===== config.mk =====
export PLATFORM = sky130hd
export DESIGN_NAME = psum_drain
export DESIGN_NICKNAME = d
export VERILOG_FILES = /design/src/rtl/psum_drain.sv
export SDC_FILE = /design/constraint.sdc
export NUM_CORES = 1
export LEC_CHECK = 0
export BUFFER_PORTS_ARGS = -buffer_cell sky130_fd_sc_hd__buf_4
export CAP_MARGIN = 10
export CORE_AREA = 2 2 75 69
export DETAILED_ROUTE_END_ITERATION = 8
export DIE_AREA = 0 0 77 71
export PLACE_DENSITY = 0.66
export SLEW_MARGIN = 5
export SYNTH_ARGS = -nofsm -noshare
export SYNTH_HDL_FRONTEND = slang
export SYNTH_SLANG_ARGS = --single-unit

===== constraint.sdc =====
create_clock -name clk -period 3.1 [get_ports clk]
set_input_delay 0.31 -clock clk [delete_from_list [all_inputs] [get_ports clk]]
set_output_delay 0.31 -clock clk [all_outputs]
set_load 0.05 [all_outputs]

===== src/rtl/psum_drain.sv =====
// Collects PE-array psums a fixed latency after start and streams them out lane by lane.
// Define PSUM_DRAIN_ACC_EN to sum PASSES captures per drain instead of draining every capture.
//
// state     | meaning
// ----------+-----------------------------------------------------------
// S_IDLE    | waiting for start
// S_WAIT    | counting down the array latency
// S_CAPTURE | lane register holds the new capture; choose drain or idle
// S_DRAIN   | presenting lanes on the valid/ready stream
module psum_drain #(
  parameter int PE_WIDTH  = 4,
  parameter int NUM_LANES = 3,
  parameter int LATENCY   = 30,
  parameter int PASSES    = 3
) (
  input  logic                                                 clk,
  input  logic                                                 rst,
  input  logic                                                 start,
  input  logic [PE_WIDTH*NUM_LANES-1:0]                        psum_in_flat,
  output logic                                                 out_valid,
  input  logic                                                 out_ready,
  output logic [PE_WIDTH-1:0]                                  out_data,
  output logic [((NUM_LANES > 1) ? $clog2(NUM_LANES) : 1)-1:0] out_lane,
  output logic                                                 out_last,
  output logic                                                 busy,
  output logic                                                 overrun
);

  localparam int LANE_W = (NUM_LANES > 1) ? $clog2(NUM_LANES) : 1;
  localparam int CNT_W  = (LATENCY > 1) ? $clog2(LATENCY) : 1;
  localparam int PASS_W = $clog2(PASSES + 1);
`ifdef PSUM_DRAIN_ACC_EN
  localparam int PASS_TARGET = PASSES;
`else
  localparam int PASS_TARGET = 1;
`endif
  localparam logic [LANE_W-1:0] LAST_LANE = LANE_W'(NUM_LANES - 1);

  typedef enum logic [1:0] {S_IDLE, S_WAIT, S_CAPTURE, S_DRAIN} state_t;

  state_t                             state_q, state_nxt;
  logic [CNT_W-1:0]                   cnt_q, cnt_nxt;
  logic [PASS_W-1:0]                  pass_q, pass_nxt;
  logic [NUM_LANES-1:0][PE_WIDTH-1:0] lanes_q, lanes_nxt;
  logic [LANE_W-1:0]                  lane_q, lane_nxt;
  logic [PE_WIDTH-1:0]                data_q, data_nxt;
  logic                               valid_q, valid_nxt;
  logic                               last_q, last_nxt;
  logic                               overrun_q, overrun_nxt;
  logic                               handshake;

  assign busy      = (state_q != S_IDLE);
  assign handshake = valid_q & out_ready;

  always_comb begin
    state_nxt   = state_q;
    cnt_nxt     = cnt_q;
    pass_nxt    = pass_q;
    lanes_nxt   = lanes_q;
    lane_nxt    = lane_q;
    data_nxt    = data_q;
    valid_nxt   = valid_q;
    last_nxt    = last_q;
    overrun_nxt = overrun_q | (start & busy);

    case (state_q)
      S_IDLE: begin
        if (start) begin
          cnt_nxt   = CNT_W'(LATENCY - 1);
          state_nxt = S_WAIT;
        end
      end
      S_WAIT: begin
        // Capture happens on the edge that leaves WAIT so the sample lands LATENCY edges after start.
        if (cnt_q == '0) begin
          state_nxt = S_CAPTURE;
          lane_nxt  = '0;
          pass_nxt  = pass_q + PASS_W'(1);
`ifdef PSUM_DRAIN_ACC_EN
          for (int i = 0; i < NUM_LANES; i++)
            lanes_nxt[i] = lanes_q[i] + psum_in_flat[PE_WIDTH*i +: PE_WIDTH];
`else
          lanes_nxt = psum_in_flat;
`endif
        end else begin
          cnt_nxt = cnt_q - CNT_W'(1);
        end
      end
      S_CAPTURE: begin
        if (int'(pass_q) < PASS_TARGET) begin
          state_nxt = S_IDLE;
        end else begin
          state_nxt = S_DRAIN;
          valid_nxt = 1'b1;
          data_nxt  = lanes_q[0];
          last_nxt  = (LAST_LANE == '0);
        end
      end
      S_DRAIN: begin
        if (handshake) begin
          if (lane_q == LAST_LANE) begin
            state_nxt = S_IDLE;
            valid_nxt = 1'b0;
            data_nxt  = '0;
            last_nxt  = 1'b0;
            lane_nxt  = '0;
            pass_nxt  = '0;
            lanes_nxt = '0;
          end else begin
            lane_nxt = lane_q + LANE_W'(1);
            data_nxt = lanes_q[lane_nxt];
            last_nxt = (lane_nxt == LAST_LANE);
          end
        end
      end
      default: state_nxt = S_IDLE;
    endcase
  end

  always_ff @(posedge clk or posedge rst) begin
    if (rst) begin
      state_q   <= S_IDLE;
      cnt_q     <= '0;
      pass_q    <= '0;
      lanes_q   <= '0;
      lane_q    <= '0;
      data_q    <= '0;
      valid_q   <= 1'b0;
      last_q    <= 1'b0;
      overrun_q <= 1'b0;
    end else begin
      state_q   <= state_nxt;
      cnt_q     <= cnt_nxt;
      pass_q    <= pass_nxt;
      lanes_q   <= lanes_nxt;
      lane_q    <= lane_nxt;
      data_q    <= data_nxt;
      valid_q   <= valid_nxt;
      last_q    <= last_nxt;
      overrun_q <= overrun_nxt;
    end
  end

  assign out_valid = valid_q;
  assign out_data  = data_q;
  assign out_lane  = lane_q;
  assign out_last  = last_q;
  assign overrun   = overrun_q;

endmodule


==> qor.yml, run 1 <==
core-area_um2: 4740
worstPathMaxFanout: 15
rr_worst_depth: 5
synth_area_um2: 1820
switchingPower_w: 0.00111
pre_cts_ws_ns: 1.02
syn_nets: 199
fin_ws_ns: 1.00
cts-htree-levels: 2
fin_cells: 269
dr.pass1.iters: 4
dpl.hpwl_mm: 2.74
fp.dieArea_um2: 5470
synth_top_cell_area_share_pct: 41.3
die_x_um: 77
power.share.clock_pct: 14.1
drv_cap: 0
synthTopCellsByArea: "dfrtp_1, o211ai_2, nand3_2"
vias: 1383
port_buffers: 25
synthToLayoutAreaGrowth_pct: 17.3
boundaryPins: 26
grt_usage_pct: 15.7
netlist-cell-type-count: 46
antenna_found_initial: 0
viasPerCell: 5.14
gp_congestion: 0.856
initial_utilization_pct: 38.3
grt_pass1_vias: 1342
skew_ns: 0.00695
ant_nets: 0
place_area_um2: 2040
ys_seq_elements: 30
slew_viol_final: 0
hp-class: "primary input to async pin"
switching_share_pct: 47.1
irDropWorstVdd_mv: 0.417
status: "finished, final reports clean"
tightest_slew_ns: 0.975
timing.rr.start: "cnt_q[0]"
cts_tree: "built"
finalSetupViolCount: 0
cts_setup_buffers: 0
cts_buffer_depth: 2
path_clk_slew_ns: 0.07
row_count: 24
ys_warn_count: 0
postSynthAreaPerCell_um2: 10.2
tns_ns: 0
grt_pass1_wl_mm: 6.69
p_int_w: 0.00125
hold_viol: 0
synth_commonest_cells: "dfrtp_1, inv_1, nand3_1"
worstSetupEndpointType: "flop"
synth_edf_count: 0
synth-main-ff-cell: "dfrtp_1"
cp.required_ns: 3.25
placed_cells: 261
rsz0062_at_grt: "false"
grt_max_degree: 31
num-nets-final: 224
synthArstFlopShare_pct: 100
die_y_um: 71
cts_hold_buf: 0
powerDensity_nw_per_um2: 1110
synth_most_common_cell: "dfrtp_1"
ys_seq_area_share_pct: 41.3
drt_iter0_markers: 98
drive_gt1_share_pct: 32.4
cts_root_buf: "clkbuf_8"
crit_type: "flop to flop"
p_comb_share_pct: 51.2
maxSlewHeadroom_pct: 35.0
remaining_drc_errors: 0
p_seq_share_pct: 34.7
fin_area_um2: 2130
yosys.area.top_type: "dfrtp_1"
routed_wl_mm: 4.03
grt-ovfl-total: 0
startpoint_type: "flop"
fin_crit_sh_pct: 67.7
cts_resized: 0
cts_made_buffers: 5
timing.rr.end: "cnt_q[3]"
n_antenna_cell: 0
synth_cells: 178
r2r_slack_ns: 1.00
wl_per_cell_um: 15.0
clk_latency_ns: 0.29
clock_sinks: 30
max_freq_mhz: 477
period_minus_slack_ns: 2.10
p_leak_nw: 0.984
crit_arrival_ns: 2.25
[critical path, cell delays in order, from the launching register on]
cell	delay (ns)
dfrtp_1	0.38
inv_1	0.10
ha_1	0.25
or4b_1	0.83
a41oi_2	0.31
o2bb2ai_1	0.08
[worst max path at each step]
stage | start | to | slack (ns) | cells after the start
after floorplan | out_lane[0] | out_data[0] | 1.15 | 5
after global placement | state_q[0] | pass_q[0] | 1.04 | 3
after detailed placement | cnt_q[0] | cnt_q[3] | 1.02 | 5
after CTS | cnt_q[0] | cnt_q[3] | 1.0 | 5
after global routing | state_q[0] | lanes_q[0] | 0.87 | 3
final | cnt_q[0] | cnt_q[3] | 1.00 | 5
[per-layer routing]
layer  up-vias  routed length, um  track usage (%)
li1        699                  -                -
met1       648               2100             22.5
met2        31               1710             22.4
met3         5                167             3.95
met4         0                 55             7.34
met5         -                  0                0
[power groups by stage]
stage                     Sequential [W]  Combinational [W]  Clock, W
after floorplan                 0.000850           0.000901         0
after global placement          0.000822            0.00119         0
after detailed placement        0.000828            0.00121         0
after CTS                       0.000819            0.00122  0.000344
after global routing            0.000851            0.00133  0.000356
final                           0.000821            0.00121  0.000334
[cell usage in the layout, fill, tap and decap left out, types with 2 or more instances in the layout]
cell	netlist	layout
dfrtp_1	30	30
buf_4	0	28
inv_1	23	23
nand3_1	17	17
nand3_2	10	10
o211ai_2	10	10
nand2_1	9	9
clkbuf_8	0	6
a31oi_1	5	5
o21ai_1	5	5
ha_1	5	5
a21oi_1	4	4
mux2_2	4	4
a22oi_1	4	4
nor4bb_1	4	4
o211ai_1	3	3
o2bb2ai_1	3	3
inv_2	2	2
nor2b_1	2	2
o31ai_1	2	2
or2_1	2	2
a21o_1	2	2
[per-stage QoR]
step           hold WS (ns)  util [%]  total power [W]
2_1_floorplan         0.401         -          0.00175
3_3_place_gp          0.421      43.0          0.00201
3_5_place_dp          0.425      43.0          0.00204
4_1_cts               0.110      45.0          0.00238
5_1_grt               0.138      45.0          0.00254
6_report             0.0952      45.0          0.00236
[sequential cells by signal, indices dropped and copies added, names as in the netlist]
| name | flops |
|---|---|
| overrun | 1 |
| pass_q | 2 |
| out_data | 4 |
| state_q | 2 |
| lanes_q | 12 |
| out_valid | 1 |
| out_lane | 2 |
| out_last | 1 |
| cnt_q | 5 |
[cell type report]
type | count | area [um^2]
clock buffer | 7 | 86.3
clock inverter | 1 | 5.00
fill | 495 | 2610
inverter | 25 | 93.8
multi-input combinational | 113 | 906
sequential | 30 | 751
tap | 65 | 81.3
timing repair buffer | 28 | 210
[kinds of logic (layout without fill, tap and decap cells)]
family | after synthesis | in the layout | share of synthesized area, %
buf+inv | 35 | 61 | 8.94
compound gates | 46 | 46 | 21.0
mux | 5 | 5 | 3.03
flops | 30 | 30 | 41.3
simple gates | 57 | 57 | 22.3
fa+ha+maj | 5 | 5 | 3.44
Note: power is estimated with default switching activity, not from simulation.
==> inputs of run 2 (changes only) <==
--- a/config.mk
+++ b/config.mk
@@ -5,12 +5,13 @@
 export SDC_FILE = /design/constraint.sdc
 export NUM_CORES = 1
 export LEC_CHECK = 0
+export ABC_AREA = 1
 export BUFFER_PORTS_ARGS = -buffer_cell sky130_fd_sc_hd__buf_4
 export CAP_MARGIN = 10
-export CORE_AREA = 2 2 75 69
+export CORE_AREA = 2 2 70 65
 export DETAILED_ROUTE_END_ITERATION = 8
-export DIE_AREA = 0 0 77 71
-export PLACE_DENSITY = 0.66
+export DIE_AREA = 0 0 72 67
+export PLACE_DENSITY = 0.68
 export SLEW_MARGIN = 5
 export SYNTH_ARGS = -nofsm -noshare
 export SYNTH_HDL_FRONTEND = slang
==> constraint.sdc (replaced) <==
create_clock -name clk -period 1.9 [get_ports clk]
set_input_delay 0.19 -clock clk [delete_from_list [all_inputs] [get_ports clk]]
set_output_delay 0.19 -clock clk [all_outputs]
set_load 0.05 [all_outputs]
==> qor.yml, run 2 <==
status: "finished, final reports clean"
fillers: 401
gr-usage-met1_pct: 20.6
wl_per_cell_um: 11.4
cp.required_ns: 2.08
grtUsageMet3_pct: 4.54
r2r_slack_ns: 0.22
row_count: 22
crit_path_cell_trace: "inv_1, ha_1, nand3_1, nand2_2, nand3_2, nand2_1, nand2_1"
hold_viol: 0
dr.pass1.iters: 4
synthTopCellsByArea: "dfrtp_1, nand2_1, nand3_1"
cts_buffer_depth: 2
grt_pass1_wl_mm: 5.75
fin_crit_sh_pct: 88.4
startpoint_type: "flop"
maxSlewHeadroom_pct: 74.8
grt_use_met2_pct: 24.5
drt_iter0_markers: 92
finalSetupViolCount: 0
crit_arrival_ns: 1.86
ys_seq_elements: 30
n_antenna_cell: 0
postSynthAreaPerCell_um2: 7.55
initial_utilization_pct: 38.8
routed_wl_mm: 3.28
grt_pass1_vias: 1289
synth_cells: 208
drv_cap: 0
vias: 1358
irDropWorstVdd_mv: 0.879
largest_reg_flops: 12
cts_setup_buffers: 0
critPathMaxStageDelay_ns: 0.38
rsz0062_at_grt: "false"
ys_seq_area_share_pct: 47.8
fp.dieArea_um2: 4820
path_clk_slew_ns: 0.07
tns_ns: 0
worstPathMaxFanout: 14
mostFrequentLayoutCells: "nand2_1, dfrtp_1, inv_1, buf_4, nand3_1"
cts_root_buf: "clkbuf_8"
drive_gt1_share_pct: 18.3
skew_ns: 0.00235
yosys.area.top_type: "dfrtp_1"
core-area_um2: 4050
min_path_cells: 3
ys_warn_count: 0
max_freq_mhz: 595
period_minus_slack_ns: 1.68
ant_nets: 0
synth_area_um2: 1570
largest-register: "lanes_q"
syn_nets: 229
cp_slowest_cell: "dfrtp_1"
viasPerCell: 4.70
clk_latency_ns: 0.29
place_area_um2: 1810
grt-ovfl-total: 0
layout_commonest_cell: "nand2_1"
synth_edf_count: 0
synth_commonest_cells: "nand2_1, dfrtp_1, inv_1"
grt_usage_pct: 15.8
grt_max_degree: 31
cts-htree-levels: 2
cts_made_buffers: 5
antenna_found_initial: 0
synthArstFlopShare_pct: 100
cts_tree: "built"
slew_viol_final: 0
busiest_layer: "met2"
pre_cts_ws_ns: 0.223
netlist-cell-type-count: 19
remaining_drc_errors: 0
worstSetupEndpointType: "flop"
tightest_slew_ns: 0.378
num-nets-final: 261
synth_top_cell_area_share_pct: 47.8
hp-class: "primary input to flop"
clock_sinks: 30
synthToLayoutAreaGrowth_pct: 25.3
die_x_um: 72
gp_congestion: 0.906
die_y_um: 67
rr_worst_depth: 7
fin_area_um2: 1970
boundaryPins: 26
dpl.hpwl_mm: 2.41
crit_type: "flop to flop"
port_buffers: 25
fin_util_pct: 48.6
powerDensity_nw_per_um2: 1990
synth_most_common_cell: "nand2_1"
synth-main-ff-cell: "dfrtp_1"
p_leak_nw: 1.08
cpMostUsedCell: "nand2_1"
fin_ws_ns: 0.220
[run 2: power breakdown]
group	leakage (nW)	total (W)	internal (W)	switching (W)
clock network	0.0714	0.000812	0.000559	0.000253
logic	0.643	0.00198	0.000635	0.00134
registers	0.368	0.00113	0.000931	0.000195
[run 2: repair_timing]
item                       4_1_cts  5_1_grt
resized for setup                0        0
setup endpoints to repair        0        0
hold buffers                     1        0
hold endpoints to repair        30        0
[run 2: critical path: cells and delay by family, from the launching register on]
family	cells	cell delay [ns]
AND/OR/NAND/NOR	5	0.84
flip-flops	1	0.38
adder cells (fa/ha/maj)	1	0.23
buffers and inverters	1	0.11
[run 2: final cells by class]
cell class,count,area (um^2),area share (%)
clock buffers,6,82.6,4.20
clock inverters,2,60.1,3.05
flip-flops and latches,30,751,38.2
inverters,30,113,5.73
well taps,48,60.1,3.05
repair buffers,30,228,11.6
multi-input cells,143,673,34.2
[run 2: final timing paths]
kind,from,endpoint
worst max-delay path,cnt_q[0],lanes_q[11]
worst min-delay path,psum_in_flat[1],lanes_q[1]
worst max register to register,cnt_q[0],lanes_q[11]
worst min register to register,lanes_q[6],lanes_q[6]
max in group asynchronous,rst,out_data[2]
min in group asynchronous,rst,lanes_q[5]
[run 2: cell families after synthesis]
| logic type | Yosys count | share of synthesized area (%) |
|---|---|---|
| fa+ha+maj | 5 | 3.98 |
| buf+inv | 35 | 9.32 |
| compound gates | 15 | 5.10 |
| flops | 30 | 47.8 |
| simple gates | 123 | 33.8 |
[run 2: per-stage QoR]
step                std cells  total power, W  hold WS (ns)
floorplan                 208         0.00265         0.281
global placement          280         0.00309         0.296
detailed placement        280         0.00312         0.302
CTS                       289         0.00395         0.119
global route              289         0.00428         0.136
finish                    289         0.00392         0.127
[run 2: layer usage]
| layer | routed length, um | up-vias |
|---|---|---|
| met4 | 63 | 0 |
| met1 | 1700 | 607 |
| met3 | 149 | 5 |
| li1 | - | 712 |
| met2 | 1370 | 34 |
| met5 | 0 | - |
==> inputs of run 3 (changes only) <==
--- a/config.mk
+++ b/config.mk
@@ -12,6 +12,7 @@
 export DETAILED_ROUTE_END_ITERATION = 8
 export DIE_AREA = 0 0 72 67
 export PLACE_DENSITY = 0.68
+export REMOVE_ABC_BUFFERS = 1
 export SLEW_MARGIN = 5
 export SYNTH_ARGS = -nofsm -noshare
 export SYNTH_HDL_FRONTEND = slang
==> qor.yml, run 3 (synthesis results as in run 2) <==
cp.required_ns: 2.07
tightest_slew_ns: 0.382
largest_reg_flops: 12
crit_arrival_ns: 1.82
min_path_cells: 3
routed_wl_mm: 3.18
n_antenna_cell: 0
startpoint_type: "flop"
cts_tree: "built"
hold_slack_ns: 0.136
boundaryPins: 26
finalPower_w: 0.00358
port_buffers: 25
fillers: 413
largest-register: "lanes_q"
powerDensity_nw_per_um2: 1880
initial_utilization_pct: 38.8
die_x_um: 72
hp-class: "primary input to flop"
grt_max_degree: 31
timing.rr.end: "lanes_q[9]"
ant_nets: 0
mostFrequentLayoutCells: "nand2_1, dfrtp_1, inv_1, buf_4, nand3_1"
multiInputGateArea_um2: 673
vias: 1321
path_clk_slew_ns: 0.06
layout_commonest_cell: "nand2_1"
core-area_um2: 4050
max_freq_mhz: 606
clock_sinks: 30
p_leak_nw: 1.05
fin_cells: 288
viasPerCell: 4.59
fp.dieArea_um2: 4820
cts_made_buffers: 5
skew_ns: 0.00513
period_minus_slack_ns: 1.65
crit_type: "flop to flop"
cts_setup_buffers: 0
gp_congestion: 0.840
rsz0062_at_grt: "false"
remaining_drc_errors: 0
status: "finished, final reports clean"
min_from: "psum_in_flat[4]"
tns_ns: 0
r2r_slack_ns: 0.25
cts_root_buf: "clkbuf_8"
grt_usage_pct: 15.3
place_area_um2: 1810
timing.rr.start: "cnt_q[0]"
cts_buffer_depth: 2
cts_resized: 0
dr.pass1.iters: 4
cts_hold_buf: 1
row_count: 22
num-nets-final: 261
die_y_um: 67
fin_crit_sh_pct: 86.8
grt_pass1_wl_mm: 5.57
antenna_found_initial: 0
regArea_um2: 751
drv_cap: 0
grt_pass1_vias: 1246
hold_viol: 0
wl_per_cell_um: 11.0
synthToLayoutAreaGrowth_pct: 21.0
dpl.hpwl_mm: 2.33
slew_viol_final: 0
grt-ovfl-total: 0
cts-htree-levels: 2
whs_endpoint: "lanes_q[4]"
maxSlewHeadroom_pct: 74.6
worstPathMaxFanout: 14
irDropWorstVdd_mv: 0.649
drive_gt1_share_pct: 17.1
placed_cells: 280
clk_latency_ns: 0.28
drt_iter0_markers: 81
rr_worst_depth: 7
finalSetupViolCount: 0
fin_area_um2: 1900
worstSetupEndpointType: "flop"
-- run 3: metal layers --
layer  routed length [um]  global-route usage (%)  up-vias
met4                   18                    5.66        0
met3                  175                    5.60        2
met2                 1340                    22.2       32
li1                     -                       -      710
met1                 1640                    20.6      577
met5                    0                       0        -
-- run 3: worst max-delay path by stage --
stage | slack (ns) | to | startpoint
final | 0.25 | lanes_q[9] | cnt_q[0]
after CTS | 0.23 | lanes_q[9] | cnt_q[0]
after floorplan | 0.08 | out_data[0] | out_lane[0]
after global placement | 0.27 | lanes_q[0] | cnt_q[0]
after global routing | 0.01 | lanes_q[9] | cnt_q[0]
after detailed placement | 0.25 | lanes_q[9] | cnt_q[0]
-- run 3: worst max-delay path: stages, from the launching register on --
cell     delay, ns
dfrtp_1       0.37
inv_1         0.11
ha_1          0.23
nand3_1       0.15
nand2_2       0.19
nand3_2       0.27
nand2_1       0.15
nand2_1       0.07
-- run 3: report_power, final --
part           total, W  switching, W  internal, W
registers       0.00112      0.000190     0.000932
clock network  0.000480      0.000229     0.000252
logic           0.00197       0.00133     0.000640
-- run 3: cell type report --
class	instances	share of cell area [%]
Multi-Input combinational cell	143	35.4
Tap cell	48	3.16
Sequential cell	30	39.5
Clock buffer	7	4.02
Timing Repair Buffer	30	12.0
Inverter	30	5.92
-- run 3: per-stage QoR --
stage / utilization, % / setup WS (ns)
2_1_floorplan: - / 0.0769
3_3_place_gp: 44.8 / 0.275
3_5_place_dp: 44.8 / 0.250
4_1_cts: 47.0 / 0.235
6_report: 47.0 / 0.250
5_1_grt: 47.0 / 0.0140
